**src/rtl/vending_machine_multi.sv**
```systemverilog
// Multi-product vending machine: coin credit accumulation, per-item stock,
// one-cycle vend/change pulses. All outputs come straight from flops.
module vending_machine_multi #(
    parameter int NUM_ITEMS  = 4,
    parameter int CREDIT_W   = 8,
    parameter int STOCK_W    = 4,
    parameter int INIT_STOCK = 3,
    parameter logic [NUM_ITEMS*CREDIT_W-1:0] PRICES =
        {CREDIT_W'(25), CREDIT_W'(20), CREDIT_W'(15), CREDIT_W'(10)},
    parameter logic [4*CREDIT_W-1:0] COIN_VALS =
        {CREDIT_W'(50), CREDIT_W'(25), CREDIT_W'(10), CREDIT_W'(5)},
    parameter int MAX_CREDIT = 100,
    localparam int IW = (NUM_ITEMS > 1) ? $clog2(NUM_ITEMS) : 1
) (
    input  logic                 clk,
    input  logic                 rst,
    input  logic                 coin_valid,
    input  logic [1:0]           coin_sel,
    input  logic                 sel_valid,
    input  logic [IW-1:0]        sel_item,
    input  logic                 cancel,
    input  logic                 restock,
    output logic                 vend_valid,
    output logic [IW-1:0]        vend_item,
    output logic                 change_valid,
    output logic [CREDIT_W-1:0]  change_amt,
    output logic                 coin_reject,
    output logic                 sel_err,
    output logic [CREDIT_W-1:0]  credit,
    output logic [NUM_ITEMS-1:0] sold_out,
    output logic                 busy
);

    typedef enum logic [1:0] {
        IDLE   = 2'd0,
        CREDIT = 2'd1,
        VEND   = 2'd2,
        CHANGE = 2'd3
    } state_t;

    state_t                            state_q, state_d;
    logic [CREDIT_W-1:0]               credit_q, credit_d;
    logic [NUM_ITEMS-1:0][STOCK_W-1:0] stock_q, stock_d;
    logic                              vend_valid_q, vend_valid_d;
    logic [IW-1:0]                     vend_item_q, vend_item_d;
    logic                              change_valid_q, change_valid_d;
    logic [CREDIT_W-1:0]               change_amt_q, change_amt_d;
    logic                              coin_reject_q, coin_reject_d;
    logic                              sel_err_q, sel_err_d;
    logic [NUM_ITEMS-1:0]              sold_out_q, sold_out_d;
    logic                              busy_q, busy_d;

    logic                              sel_hit;
    logic [CREDIT_W-1:0]               sel_price;
    logic [STOCK_W-1:0]                sel_stock;
    logic                              sel_ok;
    logic [CREDIT_W-1:0]               coin_val;
    logic [CREDIT_W:0]                 coin_sum;
    logic                              coin_ok;

    // Item lookup by compare loop so a non-power-of-two NUM_ITEMS never
    // indexes past the price vector or the stock array.
    always_comb begin
        sel_hit   = 1'b0;
        sel_price = '0;
        sel_stock = '0;
        for (int k = 0; k < NUM_ITEMS; k++) begin
            if (sel_item == IW'(k)) begin
                sel_hit   = 1'b1;
                sel_price = PRICES[k*CREDIT_W +: CREDIT_W];
                sel_stock = stock_q[k];
            end
        end
    end

    always_comb begin
        coin_val = COIN_VALS[coin_sel*CREDIT_W +: CREDIT_W];
        coin_sum = {1'b0, credit_q} + {1'b0, coin_val};
        coin_ok  = (coin_sum <= (CREDIT_W+1)'(MAX_CREDIT));
        sel_ok   = (state_q == CREDIT) && sel_hit && (sel_stock != '0) &&
                   (credit_q >= sel_price);
    end

    always_comb begin
        state_d        = state_q;
        credit_d       = credit_q;
        stock_d        = stock_q;
        vend_valid_d   = 1'b0;
        vend_item_d    = '0;
        change_valid_d = 1'b0;
        change_amt_d   = '0;
        coin_reject_d  = 1'b0;
        sel_err_d      = 1'b0;

        case (state_q)
            IDLE, CREDIT: begin
                if (cancel && (state_q == CREDIT)) begin
                    change_valid_d = 1'b1;
                    change_amt_d   = credit_q;
                    credit_d       = '0;
                    state_d        = IDLE;
                    coin_reject_d  = coin_valid;
                end else if (sel_valid && sel_ok) begin
                    credit_d      = credit_q - sel_price;
                    vend_valid_d  = 1'b1;
                    vend_item_d   = sel_item;
                    state_d       = VEND;
                    coin_reject_d = coin_valid;
                    for (int k = 0; k < NUM_ITEMS; k++) begin
                        if (sel_item == IW'(k)) begin
                            stock_d[k] = stock_q[k] - STOCK_W'(1);
                        end
                    end
                end else begin
                    // A refused selection does not block a coin in the same cycle.
                    sel_err_d = sel_valid;
                    if (coin_valid) begin
                        if (coin_ok) begin
                            credit_d = coin_sum[CREDIT_W-1:0];
                            state_d  = CREDIT;
                        end else begin
                            coin_reject_d = 1'b1;
                        end
                    end
                    if (restock && (state_q == IDLE)) begin
                        for (int k = 0; k < NUM_ITEMS; k++) begin
                            stock_d[k] = STOCK_W'(INIT_STOCK);
                        end
                    end
                end
            end
            VEND: begin
                coin_reject_d = coin_valid;
                if (credit_q != '0) begin
                    change_valid_d = 1'b1;
                    change_amt_d   = credit_q;
                    credit_d       = '0;
                    state_d        = CHANGE;
                end else begin
                    state_d = IDLE;
                end
            end
            CHANGE: begin
                coin_reject_d = coin_valid;
                state_d       = IDLE;
            end
            default: state_d = IDLE;
        endcase

        for (int k = 0; k < NUM_ITEMS; k++) begin
            sold_out_d[k] = (stock_d[k] == '0);
        end
        busy_d = (state_d == VEND) || (state_d == CHANGE);
    end

    always_ff @(posedge clk) begin
        if (!rst) begin
            state_q        <= IDLE;
            credit_q       <= '0;
            for (int k = 0; k < NUM_ITEMS; k++) begin
                stock_q[k]    <= STOCK_W'(INIT_STOCK);
                sold_out_q[k] <= (INIT_STOCK == 0);
            end
            vend_valid_q   <= 1'b0;
            vend_item_q    <= '0;
            change_valid_q <= 1'b0;
            change_amt_q   <= '0;
            coin_reject_q  <= 1'b0;
            sel_err_q      <= 1'b0;
            busy_q         <= 1'b0;
        end else begin
            state_q        <= state_d;
            credit_q       <= credit_d;
            stock_q        <= stock_d;
            sold_out_q     <= sold_out_d;
            vend_valid_q   <= vend_valid_d;
            vend_item_q    <= vend_item_d;
            change_valid_q <= change_valid_d;
            change_amt_q   <= change_amt_d;
            coin_reject_q  <= coin_reject_d;
            sel_err_q      <= sel_err_d;
            busy_q         <= busy_d;
        end
    end

    assign vend_valid   = vend_valid_q;
    assign vend_item    = vend_item_q;
    assign change_valid = change_valid_q;
    assign change_amt   = change_amt_q;
    assign coin_reject  = coin_reject_q;
    assign sel_err      = sel_err_q;
    assign credit       = credit_q;
    assign sold_out     = sold_out_q;
    assign busy         = busy_q;

endmodule

```
**config.mk**
```make
export PLATFORM = sky130hd
export DESIGN_NAME = vending_machine_multi
export DESIGN_NICKNAME = d
export VERILOG_FILES = /design/src/rtl/vending_machine_multi.sv
export SDC_FILE = /design/constraint.sdc
export NUM_CORES = 1
export LEC_CHECK = 0
export ABC_AREA = 1
export BUFFER_PORTS_ARGS = -buffer_cell sky130_fd_sc_hd__buf_2
export CORE_MARGIN = 1
export CORE_UTILIZATION = 35
export CTS_CLUSTER_DIAMETER = 100
export DETAILED_ROUTE_END_ITERATION = 8
export HOLD_SLACK_MARGIN = 0.08
export PLACE_DENSITY = 0.58
export SETUP_SLACK_MARGIN = 0.1
export SKIP_LAST_GASP = 1
export SLEW_MARGIN = 20
export SYNTH_ARGS = -nofsm -noshare
export SYNTH_HDL_FRONTEND = slang
export SYNTH_SLANG_ARGS = --single-unit
```
**constraint.sdc**
```tcl
create_clock -name clk -period 7.6 [get_ports clk]
set_input_delay 1.52 -clock clk [delete_from_list [all_inputs] [get_ports clk]]
set_output_delay 1.52 -clock clk [all_outputs]
set_load 0.02 [all_outputs]
```
# Word-level counts from Yosys, hierarchy flattened
# Index checks and enable logic that the tools add are counted.
# classes
muxes	44
n_addsub	6
order_cmp	2
n_shift	1
n_eq_ne	11
reduce_logical	22
bitwise_logic	3
# ops
operator	count
$mux W8	10
$mux W16	4
$mux W4	9
$pmux W8 S2	2
$shiftx A32 B6 Y8 const A	1
$logic_not A4 Y1	4
$sub A4 B1 Y4 const B	4
$eq A2 B2 Y1 const B	6
$mux W1	11
$mux W2	5
$add A8 B8 Y9	1
$le A9 B7 Y1 const B	1
$ge A8 B8 Y1	1
$ne A4 B4 Y1 const B	2
$reduce_bool A8 Y1	1
$reduce_or A4 Y1	2
$sub A8 B8 Y8	1
$logic_and A1 B1 Y1	6
$pmux W2 S3	1
$eq A2 B1 Y1 const B	2
$logic_not A2 Y1	2
$pmux W1 S2	2
$reduce_and A4 Y1	1
$reduce_bool A4 Y1	1
other kinds (6)	9
# totals
word_cells	103
ff_bits	45
inputBits	10

# Longest topological paths before layout
# Gate-level depths: netlist of the first run.
# logic_depth
ltp_word	14
depth_mapped	17
ltp_nobuf	17

# Worst setup path before layout of the first run
# Ideal clock, no wire load.
# synth_path
path_type	input-to-reg
startpoint	in sel_item[0]
endpoint	reg credit_q[1], in the netlist credit[1]
n_path_buf	0
arrival_ps	3492
path_slack_ps	3995
path_stages	17
path_cell_list	inv_1 > ha_1 > nor2_1 > o21ai_0 > fa_1 > inv_1 > o21ai_2 > nand2_1 > nand3_2 > nand3_4 > nand2_4 > inv_4 > nand2_4 > nand2_2 > nand2_1 > nand2_1 > nor2_1
# synth_via
elab_chain_cells	12
elab_cells_between_ends	29
classes_between	add/sub (1); order compare (1); eq/ne (5); mux (15); reduce/logical (7)
# synth_lines
element	line	source
from (decl)	20	input logic [IW-1:0] sel_item,
parallel branches: the longest is 12 deep, another holds $ge A8 B8 Y1	-	
to (signal assigned)	173	credit_q <= credit_d;
to (decl)	42	logic [CREDIT_W-1:0] credit_q, credit_d;
# Parallel ways; which one is timed is not known.
# A chain may end at the register's enable or synchronous reset.

# Worst setup path in the final report of the first run
# layout_path
startpoint	in sel_item[0]
endpoint	reg credit_q[0], in the netlist credit[0]
# The elaborated chain is that of the path after synthesis.

==> impl_metrics.yaml, run 1 <==
status:
  outcome: "completed"
hold_path:
  hp-class: "register to register"
  min_path_cells: 2
  min_from: "credit[2]$_SDFFE_PN0P_"
pwr:
  p_comb_frac: 0.590
  clkPwrFrac: 0.124
  p_sw_w: 0.0006147
  p_int_w: 0.0006092
  ir_drop_uv: 98.97
  pwr-share-seq: 0.286
  pwr_density_cell_nw_per_um2: 373.1
  p_leak_nw: 1.739
  switching_share: 0.5022
setup_path:
  critPathMaxFanout: 12
  worst-path-buf-inv: 4
  cp.required_ns: 7.80
  cp-end-kind: "register"
  crit_slowest_cell: "fa_1"
  path_depth: 18
  path_cells: "buf_2 > inv_1 > ha_1 > nor2_1 > o21ai_0 > fa_1 > inv_1 > o21ai_2 > nand2_1 > nand3_2 > nand3_4 > nand2_4 > inv_4 > nand2_4 > nand2_2 > nand2_1 > nand2_1 > nor2_1"
  cpMostUsedCell: "nand2_1"
  timing_worst_setup_path_type: "input pin to register"
  cp.arrival_ns: 4.04
  startpoint_type: "input pin"
  reg2regPathDepth: 14
  crit_family: "simple AND/OR/NAND/NOR gates"
  r2r_start: "credit[0]$_SDFFE_PN0P_"
  slowest_delay_ns: 0.46
  startpoint: "sel_item[0]"
detailed_routing:
  finalWirelength_um: 7099
  ant_nets: 0
  drt_iter0_drc: 174
  route.detailed.drc: 0
  vias_per_cell: 4.734
  routedWlPerCell_um: 12.01
  dr.pass1.iters: 4
  via_count: 2798
finish:
  nFillCells: 871
  drive_above_1_share: 0.1329
  insertedDiodeCount: 0
  fin_nets: 522
  fin_util: 0.4159
  finalNonFillerCells: 591
  regArea_um2: 880.8
  multi_input_area_um2: 1752
  finalInstanceArea_um2: 3281
  area_delta_synth_final_pct: 12.48
logic_synthesis:
  synth-edff-count: 0
  ys_seq_area_frac: 0.3020
  ys_ff_latch: 44
  syn-num-nets: 484
  synth_top_area_cell: "dfxtp_1"
  synth_area_leaders: "dfxtp_1 30%, nand2_1 17%, ha_1 9.4%, nor2_1 8.1%, inv_1 7.2%"
  syn_area_um2: 2917
  dominantRegCellSynth: "dfxtp_1"
  yosysWarnings: 0
  synth_area_per_cell_um2: 6.481
  netlist_instances: 450
  synth_top_area_frac: 0.3020
  synthArstFlopShare: 0
  yosysUniqueCellTypes: 32
sta:
  grt_setup_unrepaired: "false"
  timing.fmax_mhz: 260.5
  hold_viol_final: 0
  fin_crit_ns: 3.839
  setup_tns_ns: 0
  fin_crit_sh: 0.5051
  worst_pin_slew_ns: 0.5438
  timing.slew.headroom: 0.6350
  drv_slew: 0
  setup_viol: 0
  fin_ws_ns: 3.761
  finalClockSkew_ns: 0.007002
grt:
  grt_max_degree: 21
  grt_overflow: 0
  antenna_found_initial: 0
  grt_pass1_vias: 2516
  grt.total_usage: 0.1739
  grt_pass1_wl_um: 11930
cts:
  ctsHtreeMaxLevel: 2
  cts_resized: 0
  cts_buffers: 5
  postCtsHoldBufs: 0
  post-cts-setup-buffers: 0
  cts_num_sinks: 44
  worst_skew_pair.late_latency_ns: 0.30
  clockBufferDepth: 2
  tritoncts: "built"
  clk_pin_slew_worst_paths_ns: 0.08
  root_buffer: "clkbuf_8"
placement:
  place_congestion: 0.8864
  dpl_cell_area_um2: 3191
  placedCellCount: 583
  place_hpwl_um: 5599
  dp_slack_ns: 3.449
  portBuffers: 36
flow_run:
  drv_cap: 0
die:
  start_util: 0.3698
  rows: 32
  dieArea_um2: 8702
  dieHeight_um: 93.29
  num_io_pins: 37
  die_w_um: 93.29
  core-area_um2: 7888
synthesized netlist by cell type, types with 2 or more instances:
cell type,count
ha_1,22
nor2_1,63
nor3_1,9
nand2_2,2
nand2_4,2
nand3_1,31
nand4_1,7
o21ai_1,3
xor2_1,8
fa_1,2
dfxtp_1,44
o21ai_0,19
a21oi_1,19
inv_2,9
clkbuf_1,2
buf_6,2
nor2_2,3
nand2_1,131
xnor2_1,4
inv_1,56
kinds of logic after synthesis:
kind of cell | share of synthesized area
xor gates and xnor gates | 0.03604
DFF | 0.3020
and+or+nand+nor | 0.3784
AOI/OAI and AO/OA | 0.07808
adders and majority gates | 0.1081
buffers and inverters | 0.09738
worst min-delay path: stages (launching register included):
cell,delay [ns]
dfxtp_1,0.37
inv_1,0.09
nor3_1,0.05
cells in the final DEF (no fill, tap or decap), drive strengths merged:
cell,instances
or2,1
xor2,8
o21ai,23
ha,22
nand3b,1
a31oi,1
inv,66
dfxtp,44
clkbuf,8
a21oi,19
nand2,135
buf,36
fa,2
nor3,10
nand4,7
nor4,1
nand3,33
a21boi,1
xnor2,4
nor2,67
sequential cells by signal, indices dropped and copies added (netlist names):
name,cells
state_q,2
change_valid,1
vend_valid,1
sold_out,4
coin_reject,1
stock_q,16
credit,8
sel_err,1
vend_item,2
change_amt,8
worst paths after layout:
path                              endpoint  slack, ns
setup / recovery    credit[0]$_SDFFE_PN0P_       3.76
hold / removal    change_amt[2]$_SDFF_PN0_       0.55
setup reg to reg   vend_item[0]$_SDFF_PP0_       5.18
hold reg to reg   change_amt[2]$_SDFF_PN0_       0.55
per-layer routing:
layer	GRT usage	routed length, µm	up-vias
met5	0	0	-
met4	0.05000	145	0
met3	0.03740	458	12
met2	0.2598	2970	72
met1	0.2494	3525	1224
li1	-	-	1490
power by group through the flow:
stage	clock network, W	logic [W]	registers, W
global placement	0	0.000716	0.000357
finish	0.000152	0.000722	0.000350
global route	0.000163	0.000825	0.000362
CTS	0.000158	0.000721	0.000352
floorplan	0	0.000525	0.000373
detailed placement	0	0.000715	0.000358
per-stage QoR:
step / hold slack [ns] / total power (W)
final: 0.5479 / 0.001224
after global routing: 0.6165 / 0.001351
after CTS: 0.5670 / 0.001231
after detailed placement: 0.5512 / 0.001073
after global placement: 0.5510 / 0.001073
after floorplan: 0.5158 / 0.0008979
cell type report:
class / instances / share of cell area
clock buffers: 8 / 0.02746
inverters: 66 / 0.07628
multi-input cells: 335 / 0.5339
flip-flops and latches: 44 / 0.2685
well taps: 102 / 0.03890
repair buffers: 36 / 0.05492
Note: power is estimated with default switching activity, not from simulation.
==> inputs of run 2 (changes only) <==
Clock period 7.6 ns to 3.6 ns, I/O delays scaled along.
==> run 2 against run 1 <==
  * Non-clock buffer count did not move
  * Via count up 0.21%
  * Sequential share of layout area unchanged
  * Combinational power increased by 110%
  * Register-to-register slack worse by 4.0 ns
  * Largest cell class unchanged
  * Utilization stayed put
  * Wire length is 0.96% lower
  * Cell area stayed put
==> impl_metrics.yaml, run 2 (synthesis gave the netlist of run 1 again) <==
status:
  outcome: "completed"
pwr:
  pwr_density_cell_nw_per_um2: 784.8
  ir_drop_uv: 243.8
  total_power_w: 0.002575
  p_leak_nw: 1.739
sta:
  timing.slew.headroom: 0.6353
  timing.fmax_mhz: 326.6
  hold_viol_final: 0
  finalClockSkew_ns: 0.007378
  setup_tns_ns: 0
  grt_setup_unrepaired: "false"
  fin_crit_sh: 0.8504
  drv_slew: 0
  setup_viol: 0
  fin_crit_ns: 3.061
  worst_pin_slew_ns: 0.5434
cts:
  clockBufferDepth: 2
  postCtsHoldBufs: 0
  tritoncts: "built"
  ctsHtreeMaxLevel: 2
  cts_resized: 0
  clk_pin_slew_worst_paths_ns: 0.07
  root_buffer: "clkbuf_8"
  worst_skew_pair.late_latency_ns: 0.29
  cts_num_sinks: 44
  post-cts-setup-buffers: 0
  cts_buffers: 5
detailed_routing:
  ant_nets: 0
  vias_per_cell: 4.745
  route.detailed.drc: 0
  via_count: 2804
  drt_iter0_drc: 215
  dr.pass1.iters: 4
  finalWirelength_um: 7031
  routedWlPerCell_um: 11.90
finish:
  insertedDiodeCount: 0
  fin_nets: 522
  largest_reg_flops: 16
  final_common_cell: "nand2_1"
  layout_common_cells: "131 x nand2_1, 63 x nor2_1, 56 x inv_1, 44 x dfxtp_1, 36 x buf_2"
  finalNonFillerCells: 591
  drive_above_1_share: 0.1329
  area_delta_synth_final_pct: 12.48
  largest-register: "stock_q"
setup_path:
  cp.required_ns: 3.79
  cp.arrival_ns: 3.25
  startpoint_type: "input pin"
  timing_worst_setup_path_type: "input pin to register"
  cp-end-kind: "register"
  critPathMaxFanout: 12
die:
  die_w_um: 93.29
  start_util: 0.3698
  core-area_um2: 7888
  rows: 32
  dieArea_um2: 8702
  num_io_pins: 37
  dieHeight_um: 93.29
placement:
  place_congestion: 0.8864
  portBuffers: 36
  placedCellCount: 583
  place_hpwl_um: 5507
flow_run:
  drv_cap: 0
grt:
  grt_pass1_vias: 2486
  antenna_found_initial: 0
  grt_max_degree: 21
  grt_pass1_wl_um: 11790
  grt_overflow: 0
  grt.total_usage: 0.1712
hold_path:
  hp-class: "register to register"
run 2: path summary, 6_finish.rpt:
| check | end | slack (ns) | cells past startpoint | startpoint |
|---|---|---|---|---|
| hold / removal | change_amt[2]$_SDFF_PN0_ | 0.55 | 2 | credit[2]$_SDFFE_PN0P_ |
| setup / recovery | credit[0]$_SDFFE_PN0P_ | 0.54 | 18 | sel_item[0] |
| setup reg to reg | vend_item[0]$_SDFF_PP0_ | 1.19 | 14 | credit[0]$_SDFFE_PN0P_ |
| hold reg to reg | change_amt[2]$_SDFF_PN0_ | 0.55 | 2 | credit[2]$_SDFFE_PN0P_ |
run 2: power breakdown:
group          internal (W)  total (W)  switching (W)
Clock              0.000157   0.000316       0.000159
Combinational      0.000529    0.00152       0.000990
Sequential         0.000600   0.000739       0.000139
Total               0.00129    0.00257        0.00129
run 2: worst max-delay path: stages:
cell	delay [ns]
buf_2	0.13
inv_1	0.09
ha_1	0.28
nor2_1	0.21
o21ai_0	0.19
fa_1	0.45
inv_1	0.09
o21ai_2	0.08
nand2_1	0.08
nand3_2	0.08
nand3_4	0.18
nand2_4	0.11
inv_4	0.11
nand2_4	0.09
nand2_2	0.16
nand2_1	0.07
nand2_1	0.06
nor2_1	0.04
run 2: final cells by class:
type | instances | area (µm²)
fill | 845 | 4607
multi-input combinational | 335 | 1752
sequential | 44 | 880.8
inverter | 66 | 250.2
timing repair buffer | 36 | 180.2
tap | 102 | 127.6
clock buffer | 8 | 90.09
run 2: stage by stage:
step | hold WS (ns) | cell area [µm²] | setup slack [ns] | utilization
floorplan | 0.5158 | 2917 | 0.7950 | -
global placement | 0.5510 | 3191 | 0.3485 | 0.4045
detailed placement | 0.5474 | 3191 | 0.2357 | 0.4045
CTS | 0.5652 | 3281 | 0.5204 | 0.4159
global route | 0.6111 | 3281 | 0.1932 | 0.4159
finish | 0.5548 | 3281 | 0.5386 | 0.4159
run 2: per-layer routing:
| metal | wire length (µm) | global-route usage |
|---|---|---|
| met5 | 0 | 0 |
| met4 | 56 | 0.03333 |
| met3 | 503 | 0.03415 |
| met2 | 2911 | 0.2598 |
| met1 | 3560 | 0.2501 |
==> inputs of run 3 (changes only) <==
--- a/config.mk
+++ b/config.mk
@@ -11,4 +11,5 @@
 export CORE_UTILIZATION = 35
 export CTS_CLUSTER_DIAMETER = 100
+export CTS_CLUSTER_SIZE = 28
 export DETAILED_ROUTE_END_ITERATION = 8
 export HOLD_SLACK_MARGIN = 0.08
==> constraint.sdc (replaced) <==
create_clock -name clk -period 3.8 [get_ports clk]
set_input_delay 0.76 -clock clk [delete_from_list [all_inputs] [get_ports clk]]
set_output_delay 0.76 -clock clk [all_outputs]
set_load 0.1 [all_outputs]
==> run 3 against run 2 <==
  * Clock power is 25% higher
  * Setup slack better by 0.17 ns
  * Sequential share of layout area is 0.29 points lower
  * Wire length is 1.5% higher
  * Critical endpoint is now credit[6]$_SDFFE_PN0P_
  * Highest routed layer unchanged
==> impl_metrics.yaml, run 3 (synthesis gave the netlist of run 1 again) <==
setup_path:
  cp-end-kind: "register"
  cp.required_ns: 4.00
  startpoint: "sel_item[0]"
  slowest_delay_ns: 0.46
  r2r-end: "vend_item[0]$_SDFF_PP0_"
  critPathMaxFanout: 12
  timing_worst_setup_path_type: "input pin to register"
  reg2regPathDepth: 14
  path_cells: "buf_2 > inv_1 > ha_1 > nor2_1 > o21ai_0 > fa_1 > inv_1 > o21ai_2 > nand2_1 > nand3_2 > nand3_4 > nand2_4 > inv_4 > nand2_4 > nand2_2 > nand2_1 > nand2_1 > nor2_1"
  cp.arrival_ns: 3.29
  crit_slowest_cell: "fa_1"
  r2r_start: "credit[0]$_SDFFE_PN0P_"
  worstSetupEndpoint: "credit[6]$_SDFFE_PN0P_"
  cpMostUsedCell: "nand2_1"
  startpoint_type: "input pin"
  r2r_slack_ns: 1.38
hold_path:
  hp-class: "register to register"
  min_path_cells: 2
sta:
  fin_crit_sh: 0.8134
  fin_crit_ns: 3.091
  hold_viol_final: 0
  drv_slew: 0
  finalClockSkew_ns: 0.008898
  worst_pin_slew_ns: 0.5835
  setup_tns_ns: 0
  setup_viol: 0
  timing.slew.headroom: 0.6084
  grt_setup_unrepaired: "false"
  holdWs_ns: 0.5510
  timing.fmax_mhz: 323.5
grt:
  grt_overflow: 0
  grt_pass1_vias: 2480
  grt_pass1_wl_um: 11720
  antenna_found_initial: 0
  grt_max_degree: 21
  grt.total_usage: 0.1718
cts:
  clockBufferDepth: 2
  cts_resized: 0
  root_buffer: "clkbuf_8"
  cts_num_sinks: 44
  tritoncts: "built"
  cts_buffers: 5
  ctsHtreeMaxLevel: 2
  clk_pin_slew_worst_paths_ns: 0.08
  worst_skew_pair.late_latency_ns: 0.30
  post-cts-setup-buffers: 0
  postCtsHoldBufs: 0
die:
  dieHeight_um: 93.29
  dieArea_um2: 8702
  die_w_um: 93.29
  rows: 32
  num_io_pins: 37
  start_util: 0.3698
  core-area_um2: 7888
finish:
  drive_above_1_share: 0.1370
  area_delta_synth_final_pct: 13.73
  largest_reg_flops: 16
  final_common_cell: "nand2_1"
  fin_util: 0.4205
  layout_common_cells: "131 x nand2_1, 63 x nor2_1, 56 x inv_1, 44 x dfxtp_1, 36 x buf_2"
  insertedDiodeCount: 0
  fin_nets: 522
  finalInstanceArea_um2: 3317
  largest-register: "stock_q"
  nFillCells: 843
placement:
  dpl_cell_area_um2: 3191
  place_congestion: 0.8869
  portBuffers: 36
  place_hpwl_um: 5563
flow_run:
  drv_cap: 0
detailed_routing:
  routed-wl-met3_um: 442
  finalWirelength_um: 7136
  wirelength_met1_um: 3688
  route.detailed.drc: 0
  vias_per_cell: 4.756
  via_count: 2811
  met2_wirelength_um: 2957
  ant_nets: 0
  dr.pass1.iters: 5
  routedWlPerCell_um: 12.07
  top_layer_used: "met4"
  drt_iter0_drc: 142
status:
  outcome: "completed"
pwr:
  p_leak_nw: 1.758
  total_power_w: 0.002906
  pwr_density_cell_nw_per_um2: 876.2
  ir_drop_uv: 288.0
==> run 3: layout make-up <==
cell class / count / area, µm² / share of cell area
tap: 102 / 127.6 / 0.03848
sequential: 44 / 880.8 / 0.2656
inverter: 66 / 250.2 / 0.07544
timing repair buffer: 36 / 180.2 / 0.05432
multi-input combinational: 335 / 1752 / 0.5281
clock buffer: 7 / 96.34 / 0.02905
clock inverter: 1 / 30.03 / 0.009053
==> run 3: layer usage <==
layer  vias to the layer above  track usage
met1                      1250       0.2473
met3                         4      0.03089
met2                        64       0.2647
met5                         -            0
met4                         0      0.03974
li1                       1493            -
==> run 3: how the worst min path moves through the flow <==
stage / start / end / slack, ns
floorplan: stock_q[2]$_SDFF_PN0_ / stock_q[2]$_SDFF_PN0_ / 0.52
global placement: credit[2]$_SDFFE_PN0P_ / change_amt[2]$_SDFF_PN0_ / 0.55
detailed placement: credit[2]$_SDFFE_PN0P_ / change_amt[2]$_SDFF_PN0_ / 0.55
CTS: credit[2]$_SDFFE_PN0P_ / change_amt[2]$_SDFF_PN0_ / 0.57
global route: credit[2]$_SDFFE_PN0P_ / change_amt[2]$_SDFF_PN0_ / 0.61
finish: credit[2]$_SDFFE_PN0P_ / change_amt[2]$_SDFF_PN0_ / 0.55
==> run 3: report_power, final <==
| group | switching, W | total, W | internal [W] | leakage, nW |
|---|---|---|---|---|
| combinational | 0.00131 | 0.00181 | 0.000501 | 1.34 |
| sequential | 0.000132 | 0.000701 | 0.000569 | 0.359 |
| clock | 0.000164 | 0.000396 | 0.000232 | 0.0645 |
| total | 0.00160 | 0.00291 | 0.00130 | 1.76 |
==> run 3: through the flow <==
step           std cells  setup slack [ns]
4_1_cts              591            0.7016
3_5_place_dp         583            0.3939
5_1_grt              591            0.3873
3_3_place_gp         583            0.5086
6_report             591            0.7090
2_1_floorplan        450            0.9505
==> run 3: worst max-delay path, delay by kind of cell <==
family                   cells  cell delay [ns]
buffers and inverters        4             0.42
AND/OR/NAND/NOR             10             1.10
adder cells (fa/ha/maj)      2             0.74
AO/OA/AOI/OAI                2             0.28
